===== config.mk =====
export PLATFORM = sky130hd
export DESIGN_NAME = intra4x4_sad_decider
export DESIGN_NICKNAME = d
export VERILOG_FILES = /design/src/rtl/intra4x4_sad_decider.sv
export SDC_FILE = /design/constraint.sdc
export NUM_CORES = 1
export LEC_CHECK = 0
export CAP_MARGIN = 5
export CORE_AREA = 4 4 455 457
export DETAILED_ROUTE_END_ITERATION = 12
export DIE_AREA = 0 0 459 461
export PLACE_DENSITY = 0.52
export SETUP_SLACK_MARGIN = 0.3
export SKIP_CTS_REPAIR_TIMING = 1
export SYNTH_ARGS = -nofsm -noshare
export SYNTH_HDL_FRONTEND = slang
export SYNTH_SLANG_ARGS = --single-unit
export TNS_END_PERCENT = 5

===== constraint.sdc =====
create_clock -name clk -period 98.2 [get_ports clk]
set_clock_uncertainty 0.05 [all_clocks]
set_input_delay 29.46 -clock clk [delete_from_list [all_inputs] [get_ports clk]]
set_output_delay 29.46 -clock clk [all_outputs]
set_load 0.05 [all_outputs]

===== src/rtl/intra4x4_sad_decider.sv =====
// Intra 4x4 mode decision: snapshots the original block and eight directional predictions,
// accumulates per-mode SAD one row per cycle and reports the lowest-SAD mode.
module intra4x4_sad_decider #(
    parameter logic [7:0] MODE_MASK = 8'hFF,
    parameter int         SADW      = 12
) (
    input  logic              clk,
    input  logic              reset,
    input  logic              start,
    input  logic [127:0]      orig,
    input  logic [127:0]      vpred,
    input  logic [127:0]      hpred,
    input  logic [127:0]      vlpred,
    input  logic [127:0]      vrpred,
    input  logic [127:0]      hupred,
    input  logic [127:0]      hdpred,
    input  logic [127:0]      ddlpred,
    input  logic [127:0]      ddrpred,
    output logic              busy,
    output logic              done,
    output logic [3:0]        best_mode,
    output logic [SADW-1:0]   best_sad
);

    typedef enum logic [1:0] {IDLE, CALC, DONE} state_t;

    state_t            state_q, state_d;
    logic [127:0]      orig_q, orig_d;
    logic [127:0]      pred_q [8];
    logic [127:0]      pred_d [8];
    logic [127:0]      pred_in [8];
    logic [4:0]        idx_q, idx_d;
    logic              issued_q, issued_d;
    logic              p_vld_q, p_vld_d;
    logic [4:0]        p_idx_q, p_idx_d;
    logic [9:0]        row_sum_q, row_sum_d;
    logic [SADW-1:0]   acc_q, acc_d;
    logic [SADW-1:0]   min_sad_q, min_sad_d;
    logic [3:0]        min_mode_q, min_mode_d;
    logic [SADW-1:0]   best_sad_q, best_sad_d;
    logic [3:0]        best_mode_q, best_mode_d;

    logic [127:0]      cur_pred;
    logic [31:0]       orig_row;
    logic [31:0]       pred_row;
    logic [7:0]        absd [4];
    logic [9:0]        row_sum_c;
    logic [SADW-1:0]   slot_sad;

    // Slot order fixes the tie-break: earlier slot wins on equal SAD.
    assign pred_in[0] = vpred;
    assign pred_in[1] = hpred;
    assign pred_in[2] = ddlpred;
    assign pred_in[3] = ddrpred;
    assign pred_in[4] = vrpred;
    assign pred_in[5] = hdpred;
    assign pred_in[6] = vlpred;
    assign pred_in[7] = hupred;

    function automatic logic [3:0] slot_mode(input logic [2:0] s);
        logic [3:0] m;
        case (s)
            3'd0:    m = 4'd0;
            3'd1:    m = 4'd1;
            3'd2:    m = 4'd3;
            3'd3:    m = 4'd4;
            3'd4:    m = 4'd5;
            3'd5:    m = 4'd6;
            3'd6:    m = 4'd7;
            default: m = 4'd8;
        endcase
        return m;
    endfunction

    assign cur_pred = pred_q[idx_q[4:2]];
    assign orig_row = orig_q[idx_q[1:0]*32 +: 32];
    assign pred_row = cur_pred[idx_q[1:0]*32 +: 32];

    genvar gi;
    generate
        for (gi = 0; gi < 4; gi++) begin : g_absd
            logic [7:0] a, b;
            assign a = orig_row[gi*8 +: 8];
            assign b = pred_row[gi*8 +: 8];
            assign absd[gi] = (a > b) ? (a - b) : (b - a);
        end
    endgenerate

    assign row_sum_c = 10'(absd[0]) + 10'(absd[1]) + 10'(absd[2]) + 10'(absd[3]);
    assign slot_sad  = acc_q + SADW'(row_sum_q);

    always_comb begin
        state_d     = state_q;
        orig_d      = orig_q;
        for (int i = 0; i < 8; i++) pred_d[i] = pred_q[i];
        idx_d       = idx_q;
        issued_d    = issued_q;
        p_vld_d     = p_vld_q;
        p_idx_d     = p_idx_q;
        row_sum_d   = row_sum_q;
        acc_d       = acc_q;
        min_sad_d   = min_sad_q;
        min_mode_d  = min_mode_q;
        best_sad_d  = best_sad_q;
        best_mode_d = best_mode_q;

        case (state_q)
            IDLE: begin
                if (start) begin
                    orig_d = orig;
                    for (int i = 0; i < 8; i++) pred_d[i] = pred_in[i];
                    idx_d      = '0;
                    issued_d   = 1'b0;
                    p_vld_d    = 1'b0;
                    acc_d      = '0;
                    min_sad_d  = '1;
                    min_mode_d = 4'hF;
                    state_d    = CALC;
                end
            end
            CALC: begin
                // Stage 1: row SAD of the current slot/row into a register.
                p_vld_d = 1'b0;
                if (!issued_q) begin
                    row_sum_d = row_sum_c;
                    p_idx_d   = idx_q;
                    p_vld_d   = 1'b1;
                    idx_d     = 5'(idx_q + 5'd1);
                    if (idx_q == 5'd31) issued_d = 1'b1;
                end
                // Stage 2: accumulate; at row 3 the slot SAD is final.
                if (p_vld_q) begin
                    if (p_idx_q[1:0] == 2'd3) begin
                        acc_d = '0;
                        if (MODE_MASK[p_idx_q[4:2]] && (slot_sad < min_sad_q)) begin
                            min_sad_d  = slot_sad;
                            min_mode_d = slot_mode(p_idx_q[4:2]);
                        end
                        if (p_idx_q == 5'd31) begin
                            best_sad_d  = min_sad_d;
                            best_mode_d = min_mode_d;
                            state_d     = DONE;
                        end
                    end else begin
                        acc_d = slot_sad;
                    end
                end
            end
            DONE:    state_d = IDLE;
            default: state_d = IDLE;
        endcase
    end

    always_ff @(posedge clk) begin
        if (reset) begin
            state_q     <= IDLE;
            idx_q       <= '0;
            issued_q    <= 1'b0;
            p_vld_q     <= 1'b0;
            p_idx_q     <= '0;
            row_sum_q   <= '0;
            acc_q       <= '0;
            min_sad_q   <= '1;
            min_mode_q  <= 4'hF;
            best_sad_q  <= '1;
            best_mode_q <= 4'hF;
        end else begin
            state_q     <= state_d;
            idx_q       <= idx_d;
            issued_q    <= issued_d;
            p_vld_q     <= p_vld_d;
            p_idx_q     <= p_idx_d;
            row_sum_q   <= row_sum_d;
            acc_q       <= acc_d;
            min_sad_q   <= min_sad_d;
            min_mode_q  <= min_mode_d;
            best_sad_q  <= best_sad_d;
            best_mode_q <= best_mode_d;
        end
    end

    // Snapshot holds pure data; its contents are don't-care until the next start.
    always_ff @(posedge clk) begin
        orig_q <= orig_d;
        for (int i = 0; i < 8; i++) pred_q[i] <= pred_d[i];
    end

    assign busy      = (state_q != IDLE);
    assign done      = (state_q == DONE);
    assign best_mode = best_mode_q;
    assign best_sad  = best_sad_q;

endmodule


Word level (Yosys, flattened, before mapping)

Memory sizes are Yosys's and may differ from the RTL's. A register that Yosys moved wholly into a read port is not among the register bits.
Cells that the tools add are included.

$add $sub $neg: 13
Magnitude comparators: 6
Equality and inequality tests: 18
Shift-type cells: 2
Mux-type cells: 40
Bitwise gates (word level): 1
Reductions and logical operators: 14

Operators by type and width:

| operator                                                | count |
|---|---|
| 1024-bit 2-to-1 mux                                     | 2 |
| 128-bit by 8-bit indexed part select with 32-bit output | 2 |
| 12-bit 2-to-1 mux                                       | 7 |
| 8-bit subtractor                                        | 8 |
| 12-bit one-hot mux with 2 select lines                  | 2 |
| 8-bit greater-than comparator                           | 4 |
| 8-bit 2-to-1 mux                                        | 4 |
| 4-bit one-hot mux with 7 select lines                   | 1 |
| 4-bit 2-to-1 mux                                        | 4 |
| 12-bit by 10-bit adder with 12-bit output               | 1 |
| 12-bit less-than comparator                             | 1 |
| 3-bit 2-to-1 mux                                        | 4 |
| 2-bit != test (second input constant)                   | 6 |
| 4-bit AND reduction                                     | 3 |
| 10-bit by 8-bit adder with 10-bit output                | 1 |
| 9-bit by 8-bit adder with 10-bit output                 | 1 |
| 5-bit == test (second input constant)                   | 2 |
| 5-bit 2-to-1 mux                                        | 2 |
| 5-bit one-hot mux with 2 select lines                   | 1 |
| 8-bit by 8-bit adder with 9-bit output                  | 1 |
| 3-bit == test (second input constant)                   | 3 |
| 2-bit 2-to-1 mux                                        | 4 |
| 4-bit one-hot mux with 2 select lines                   | 1 |
| 2-bit AND reduction                                     | 4 |
| other kinds (16)                                        | 25 |

Register bits: 196
Memory bits (writable): 1024
Memory bits (read-only): 8
Bits of input ports: 1155
Output and inout port bits: 18
Memories kept: 2

Memories:

| name             | words | bits a word | read ports | clocked after memory_dff | wr ports | RTL line | RTL |
|---|---|---|---|---|---|---|---|
| pred_q           | 8     | 128         | 1          | 1                        | 8        | 29       | `logic [127:0] pred_q [8];` |
| (name not given) | 8     | 1           | 1          | 1                        | 0        | 135      | `if (MODE_MASK[p_idx_q[4:2]] && (slot_sad < min_sad_q)) begin` |

Longest topological paths before layout

Gate-level depths: netlist of run 1.

Word-level depth: 7
Depth in mapped cells: 28
Depth with buffers taken out: 24

Worst setup path after synthesis of run 1

No wires, ideal clock.

Path type: input to register
Start point: input start
End point: register with a tool-made name
Arrival time: 82.187 ns
Setup slack: 15.793 ns
Cell stages on the path: 7
Path buffers: 1
Path through: mux2i_1 > or2_2 > clkbuf_1 > nor2_1 > nor2_1 > a22oi_1 > nor2_1

RTL lines:

| element     | RTL line | RTL |
|---|---|---|
| from (decl) | 9        | `input logic start,` |

==> results of run 1 <==
[through the flow]
step | std cells | hold WS (ns) | total power [W] | instance area (um2)
CTS | 6434 | 0.411 | 0.00151 | 69300
global placement | 6171 | 0.389 | 0.000974 | 64700
floorplan | 2388 | 0.382 | 0.000952 | 49800
global route | 6447 | 0.429 | 0.00157 | 69400
detailed placement | 6171 | 0.402 | 0.000977 | 64700
finish | 6475 | 0.405 | 0.00149 | 69400
[metal layers]
layer	routed length, um	vias up	part of all wire (%)	global-route usage [%]
li1	-	12400	-	-
met1	77300	15000	38	22.1
met2	101000	1314	50	31.9
met3	17800	383	8.8	6.40
met4	4490	74	2.2	4.29
met5	483	-	0.24	0
[final timing paths]
check                  start            end  slack (ns)
setup reg to reg   flip-flop   row_sum_q[9]       88.30
setup / recovery       start  pred_q[3][62]       64.44
hold / removal    p_idx_q[0]     p_idx_q[0]        0.40
hold reg to reg   p_idx_q[0]     p_idx_q[0]        0.40
[flip-flops by register name, summed over array words and instances, names as in the netlist, named ones only]
name,cells
best_mode,4
p_idx_q,5
min_mode_q,4
p_vld_q,1
row_sum_q,10
orig_q,128
acc_q,12
idx_q,5
best_sad,12
issued_q,1
min_sad_q,12
pred_q,1024
state_q,2
[worst reg2reg max path, delay by kind of cell, from the launching register on]
kind                     cells  cell delay, ns
buffers and inverters        4            1.99
adder cells (fa/ha/maj)      5            2.09
AO/OA/AOI/OAI                8            2.00
flip-flops                   1            0.81
multiplexers                 4            2.42
AND/OR/NAND/NOR              3            0.40
[where the power goes]
group,switching [W],internal (W)
clock,0.000225,0.000301
sequential,0.0000175,0.000632
combinational,0.000163,0.000149
[layout make-up]
| class | instances | area share (%) |
|---|---|---|
| Sequential cell | 1223 | 51.9 |
| Clock buffer | 187 | 5.55 |
| Inverter | 106 | 0.573 |
| Clock inverter | 76 | 1.11 |
| Antenna cell | 41 | 0.148 |
| Multi-Input combinational cell | 948 | 18.5 |
| Tap cell | 2688 | 4.84 |
| Timing Repair Buffer | 1206 | 17.4 |
[logic make-up after synthesis]
family	count (synthesis)
compound gates	199
mux	416
buf+inv	217
xor+xnor	41
flops	1223
fa+ha+maj	117
simple gates	175
[Yosys cell counts, types with 3 or more instances]
cell / count
edfxtp_1: 1152
ha_1: 92
a211oi_1: 17
mux2i_1: 54
nor3_1: 34
xnor2_1: 23
or2_2: 5
inv_1: 100
fa_1: 25
nor2b_1: 10
inv_2: 6
buf_4: 15
o32a_1: 15
mux4_2: 352
a21oi_1: 68
o21bai_1: 6
a21o_1: 24
and2_1: 5
a22oi_1: 11
o211ai_1: 6
nand4_1: 11
and3_1: 6
o21ai_1: 3
o31a_1: 3
buf_1: 22
nand2b_1: 7
a32o_1: 3
dfxtp_1: 71
nand2_1: 41
nand3_1: 10
mux2_2: 10
nor4_1: 4
clkbuf_1: 57
o21ai_0: 17
xor2_1: 18
buf_6: 3
buf_2: 14
nor2_1: 36
==> reports/results.ini, run 1 <==
[status]
run_status = completed

[worst_setup_path]
cp.arrival_ns = 34.11
reg2regPathDepth = 24
worst_setup_path_start_kind = input port
cpMostUsedCell = buf_4
critPathBufInv = 4
path_depth = 7
slowest_delay_ns = 0.89
worstSetupEndpointType = flip-flop
critPathMaxFanout = 170
crit_type = input port to flip-flop
crit_family = buffers and inverters
crit_slowest_cell = buf_4
crit_chain = clkdlybuf4s50_1 -> mux2i_1 -> or2_2 -> nor2_4 -> buf_12 -> buf_4 -> buf_4
required_ns = 98.55

[yosys]
synthAdderAreaFrac_pct = 3.32
synth_edf_count = 1152
synthXorXnorAreaFrac_pct = 0.722
synth_compound_area_share_pct = 2.78
syn-cell-area_um2 = 49800
synthDistinctLibCells = 62
yosys_warnings = 0
post-synth-top-area-cell = edfxtp_1
ys.flop_type = edfxtp_1
ys_seq_area_share_pct = 72.4
synthMuxAreaShare_pct = 17.2
netlist_top_cells_area = edfxtp_1 (70%), mux4_2 (16%), dfxtp_1 (2.9%)
synth_top_area_share_pct = 69.5
synth_top_family_by_area = multiplexers
synth_area_per_cell_um2 = 20.8
synth_seq_cells = 1223
synth.net_count = 3660
netlist_instances = 2388
async_flop_share_pct = 0
synth_simple_gate_area_share_pct = 1.72

[floorplanning]
die-area_um2 = 212000
die_h_um = 461
core-area_um2 = 204000
row_count = 166
pin_count = 1173
initial_core_util_pct = 24.4
die_w_um = 459

[grt]
grt_pass1_wl_um = 263000
grt_pass1_vias = 30300
grt_start_max_net_pins = 193
track_usage_pct = 18.5
antenna_found_initial = 158
grt_overflow_total = 0

[timing]
timing.setup.tns_ns = 0
drv_slew = 0
timing_hold_violations_final = 0
slew_headroom_pct = 10.3
fin_crit_ns = 33.76
setup_violations = 0
worstMarginPinSlew_ns = 1.35
setup_ws_ns = 64.44
min_period_over_period_pct = 34.4
max_freq_ghz = 0.0296
rsz0062_at_grt = no

[layout]
multi_input_area_um2 = 12800
fin_util_pct = 34.1
num-nets-final = 4901
drive_gt1_share_pct = 16.6
filler_cell_count = 19400
regArea_um2 = 36000
layout_commonest_cell = clkdlybuf4s50_1
areaGrowthSynthToFinish_pct = 39.5
layout_common_cells = clkdlybuf4s50_1 (1,171), edfxtp_1 (1,152), mux4_2 (352)

[cts]
clkLatencyLatePin_ns = 0.79
clk_path_buf_depth = 3
numCtsBuffers = 144
cts_tree = yes
clkTransAtPathRegs_ns = 0.05
cts_root_buffer = clkbuf_16
clock_sinks = 1223
h-tree-depth = 4

[placement]
dpl.hpwl_um = 158000
port_buffers = 1172
place_ws_ns = 63.53
place_congestion = 0.856

[detailed_routing]
vias = 29200
ant_nets = 0
wirelength_um = 201000
drc = 0
wire_per_inst_um = 31.0
first_iter_violations = 2989
viasPerCell = 4.51
drtPass1Iterations = 5

[min_path]
hold_depth = 2
hold_class = flip-flop to flip-flop

[job]
drv_cap = 0

[power_and_ir_drop]
power.density_nw_per_um2 = 21.4
total_leakage_power_nw = 23.1
ir_drop_mv = 0.0215

Note: power is estimated with default switching activity, not from simulation.
==> run 2, diff against run 1 <==
Clock period 98.2 ns to 35.2 ns, I/O delays scaled along.
==> run 2 against run 1 <==
  * First-iteration DRC count fell by 5.4%
  * Via count grew 0.25%
  * Highest routed layer unchanged
  * Core utilization is essentially flat
  * Non-clock buffer count increased by 4
  * Combinational power rose to 2.8 times the previous value
==> reports/results.ini, run 2 (synthesis results as in run 1) <==
[worst_setup_path]
crit_chain = clkdlybuf4s50_1 -> mux2i_1 -> or2_2 -> nor2_4 -> buf_4 -> buf_4 -> buf_4 -> buf_4 -> buf_4  ; was clkdlybuf4s50_1 -> mux2i_1 -> or2_2 -> nor2_4 -> buf_12 -> buf_4 -> buf_4
critPathMaxFanout = 88  ; was 170
crit_type = input port to flip-flop  ; unchanged
cp.arrival_ns = 16.78  ; was 34.11 ns
crit_family = buffers and inverters  ; unchanged
critPathBufInv = 6  ; was 4
worstSetupEndpointType = flip-flop  ; unchanged
required_ns = 35.57  ; was 98.55 ns
reg2regPathDepth = 24  ; unchanged
slowest_delay_ns = 0.95  ; was 0.89 ns
r2r_slack_ns = 25.40  ; was 88.30 ns
r2r_end = row_sum_q[9]  ; unchanged
crit_slowest_cell = buf_4  ; unchanged
worst_setup_path_start_kind = input port  ; unchanged
cpMostUsedCell = buf_4  ; unchanged

[min_path]
hold_depth = 2  ; unchanged
hold_class = flip-flop to flip-flop  ; unchanged
hp-start = p_idx_q[1]  ; was p_idx_q[0]
holdPathEnd = p_idx_q[1]  ; was p_idx_q[0]

[power_and_ir_drop]
total_leakage_power_nw = 23.1  ; about the same
ir_drop_mv = 0.0774  ; was 0.0215 mV
power.density_nw_per_um2 = 60.1  ; was 21.4 nW/um2

[detailed_routing]
first_iter_violations = 2829  ; was 2,989
wire_per_inst_um = 31.2  ; was 31.0 um
wirelength_um = 202000  ; was 201,000 um
ant_nets = 0  ; unchanged
drtPass1Iterations = 5  ; unchanged
vias = 29300  ; was 29,200
drc = 0  ; unchanged
viasPerCell = 4.53  ; was 4.51

[cts]
h-tree-depth = 4  ; unchanged
cts_tree = yes  ; unchanged
clkLatencyLatePin_ns = 0.81  ; was 0.79 ns
clk_path_buf_depth = 3  ; unchanged
clock_sinks = 1223  ; unchanged
clkTransAtPathRegs_ns = 0.06  ; was 0.05 ns
numCtsBuffers = 143  ; was 144
cts_root_buffer = clkbuf_16  ; unchanged

[timing]
drv_slew = 0  ; unchanged
timing_hold_violations_final = 0  ; unchanged
setup_violations = 0  ; unchanged
min_period_over_period_pct = 46.6
fin_crit_ns = 16.41
hold_ws_ns = 0.405  ; about the same
slew_headroom_pct = 9.69  ; was 10.3%
max_freq_ghz = 0.0609
timing.setup.tns_ns = 0  ; unchanged
rsz0062_at_grt = no  ; unchanged
worstMarginPinSlew_ns = 1.35  ; about the same

[grt]
grt_start_max_net_pins = 208  ; was 193
antenna_found_initial = 138  ; was 158
grt_pass1_vias = 30300  ; about the same
grt_pass1_wl_um = 265000  ; was 263,000 um
track_usage_pct = 18.6  ; was 18.5%
grt_overflow_total = 0  ; unchanged

[status]
run_status = completed  ; unchanged

[layout]
largest_reg_flops = 1024  ; unchanged
largestRegisters = pred_q: 1024 flops, orig_q: 128 flops  ; unchanged
layout_common_cells = clkdlybuf4s50_1 (1,171), edfxtp_1 (1,152), mux4_2 (352)  ; unchanged
layout_commonest_cell = clkdlybuf4s50_1  ; unchanged
regMostFlops = pred_q  ; unchanged
areaGrowthSynthToFinish_pct = 39.5  ; about the same
drive_gt1_share_pct = 16.5  ; was 16.6%
num-nets-final = 4904  ; was 4,901

[floorplanning]
die_w_um = 459  ; unchanged
initial_core_util_pct = 24.4  ; unchanged
core-area_um2 = 204000  ; unchanged
die-area_um2 = 212000  ; unchanged
die_h_um = 461  ; unchanged
pin_count = 1173  ; unchanged
row_count = 166  ; unchanged

[placement]
port_buffers = 1172  ; unchanged
place_congestion = 0.853  ; was 0.856
dpl.hpwl_um = 159000  ; was 158,000 um

[job]
drv_cap = 0  ; unchanged

run 2: worst max-delay path by stage:
stage / startpoint / endpoint / slack [ns] / depth (start not counted)
after floorplan: start / flip-flop / 5.60 / 7
after global placement: start / pred_q[6][94] / 18.04 / 9
after global routing: start / pred_q[6][94] / 18.38 / 9
final: start / pred_q[2][118] / 18.79 / 9
after CTS: start / pred_q[6][94] / 18.78 / 9
after detailed placement: start / pred_q[6][94] / 17.88 / 9
run 2: routing by layer:
layer / track usage [%] / wire length [um]
met1: 22.8 / 79200
met2: 32.0 / 101000
met3: 5.86 / 16400
met4: 4.12 / 4170
met5: 0 / 423
run 2: power by group:
| part | total [W] | internal (W) | switching, W | leakage (nW) |
|---|---|---|---|---|
| combinational | 0.000879 | 0.000416 | 0.000463 | 9.32 |
| sequential | 0.00181 | 0.00176 | 0.0000506 | 11.5 |
| clock | 0.00148 | 0.000853 | 0.000626 | 2.23 |
run 2: metrics by stage:
step	instances	instance area (um2)	power, W	util (%)	setup slack [ns]
3_3_place_gp	6175	64700	0.00272	31.8	18.04
2_1_floorplan	2388	49800	0.00246	-	5.60
4_1_cts	6430	69300	0.00424	34.0	18.78
3_5_place_dp	6175	64700	0.00273	31.8	17.88
6_report	6469	69400	0.00417	34.1	18.79
5_1_grt	6441	69300	0.00439	34.1	18.38
run 2: worst min-delay path: cells and delay by family (launching register included):
kind	cells	cell delay, ns
AO/OA/AOI/OAI	1	0.05
flip-flops	1	0.30
AND/OR/NAND/NOR	1	0.05
run 2: cell type report:
| cell class | count | area (um2) |
|---|---|---|
| fill | 19400 | 134000 |
| sequential | 1223 | 36000 |
| multi-input combinational | 948 | 12800 |
| timing repair buffer | 1210 | 12000 |
| clock buffer | 176 | 3760 |
| tap | 2688 | 3360 |
| clock inverter | 79 | 851 |
| inverter | 106 | 398 |
| antenna | 39 | 97.6 |
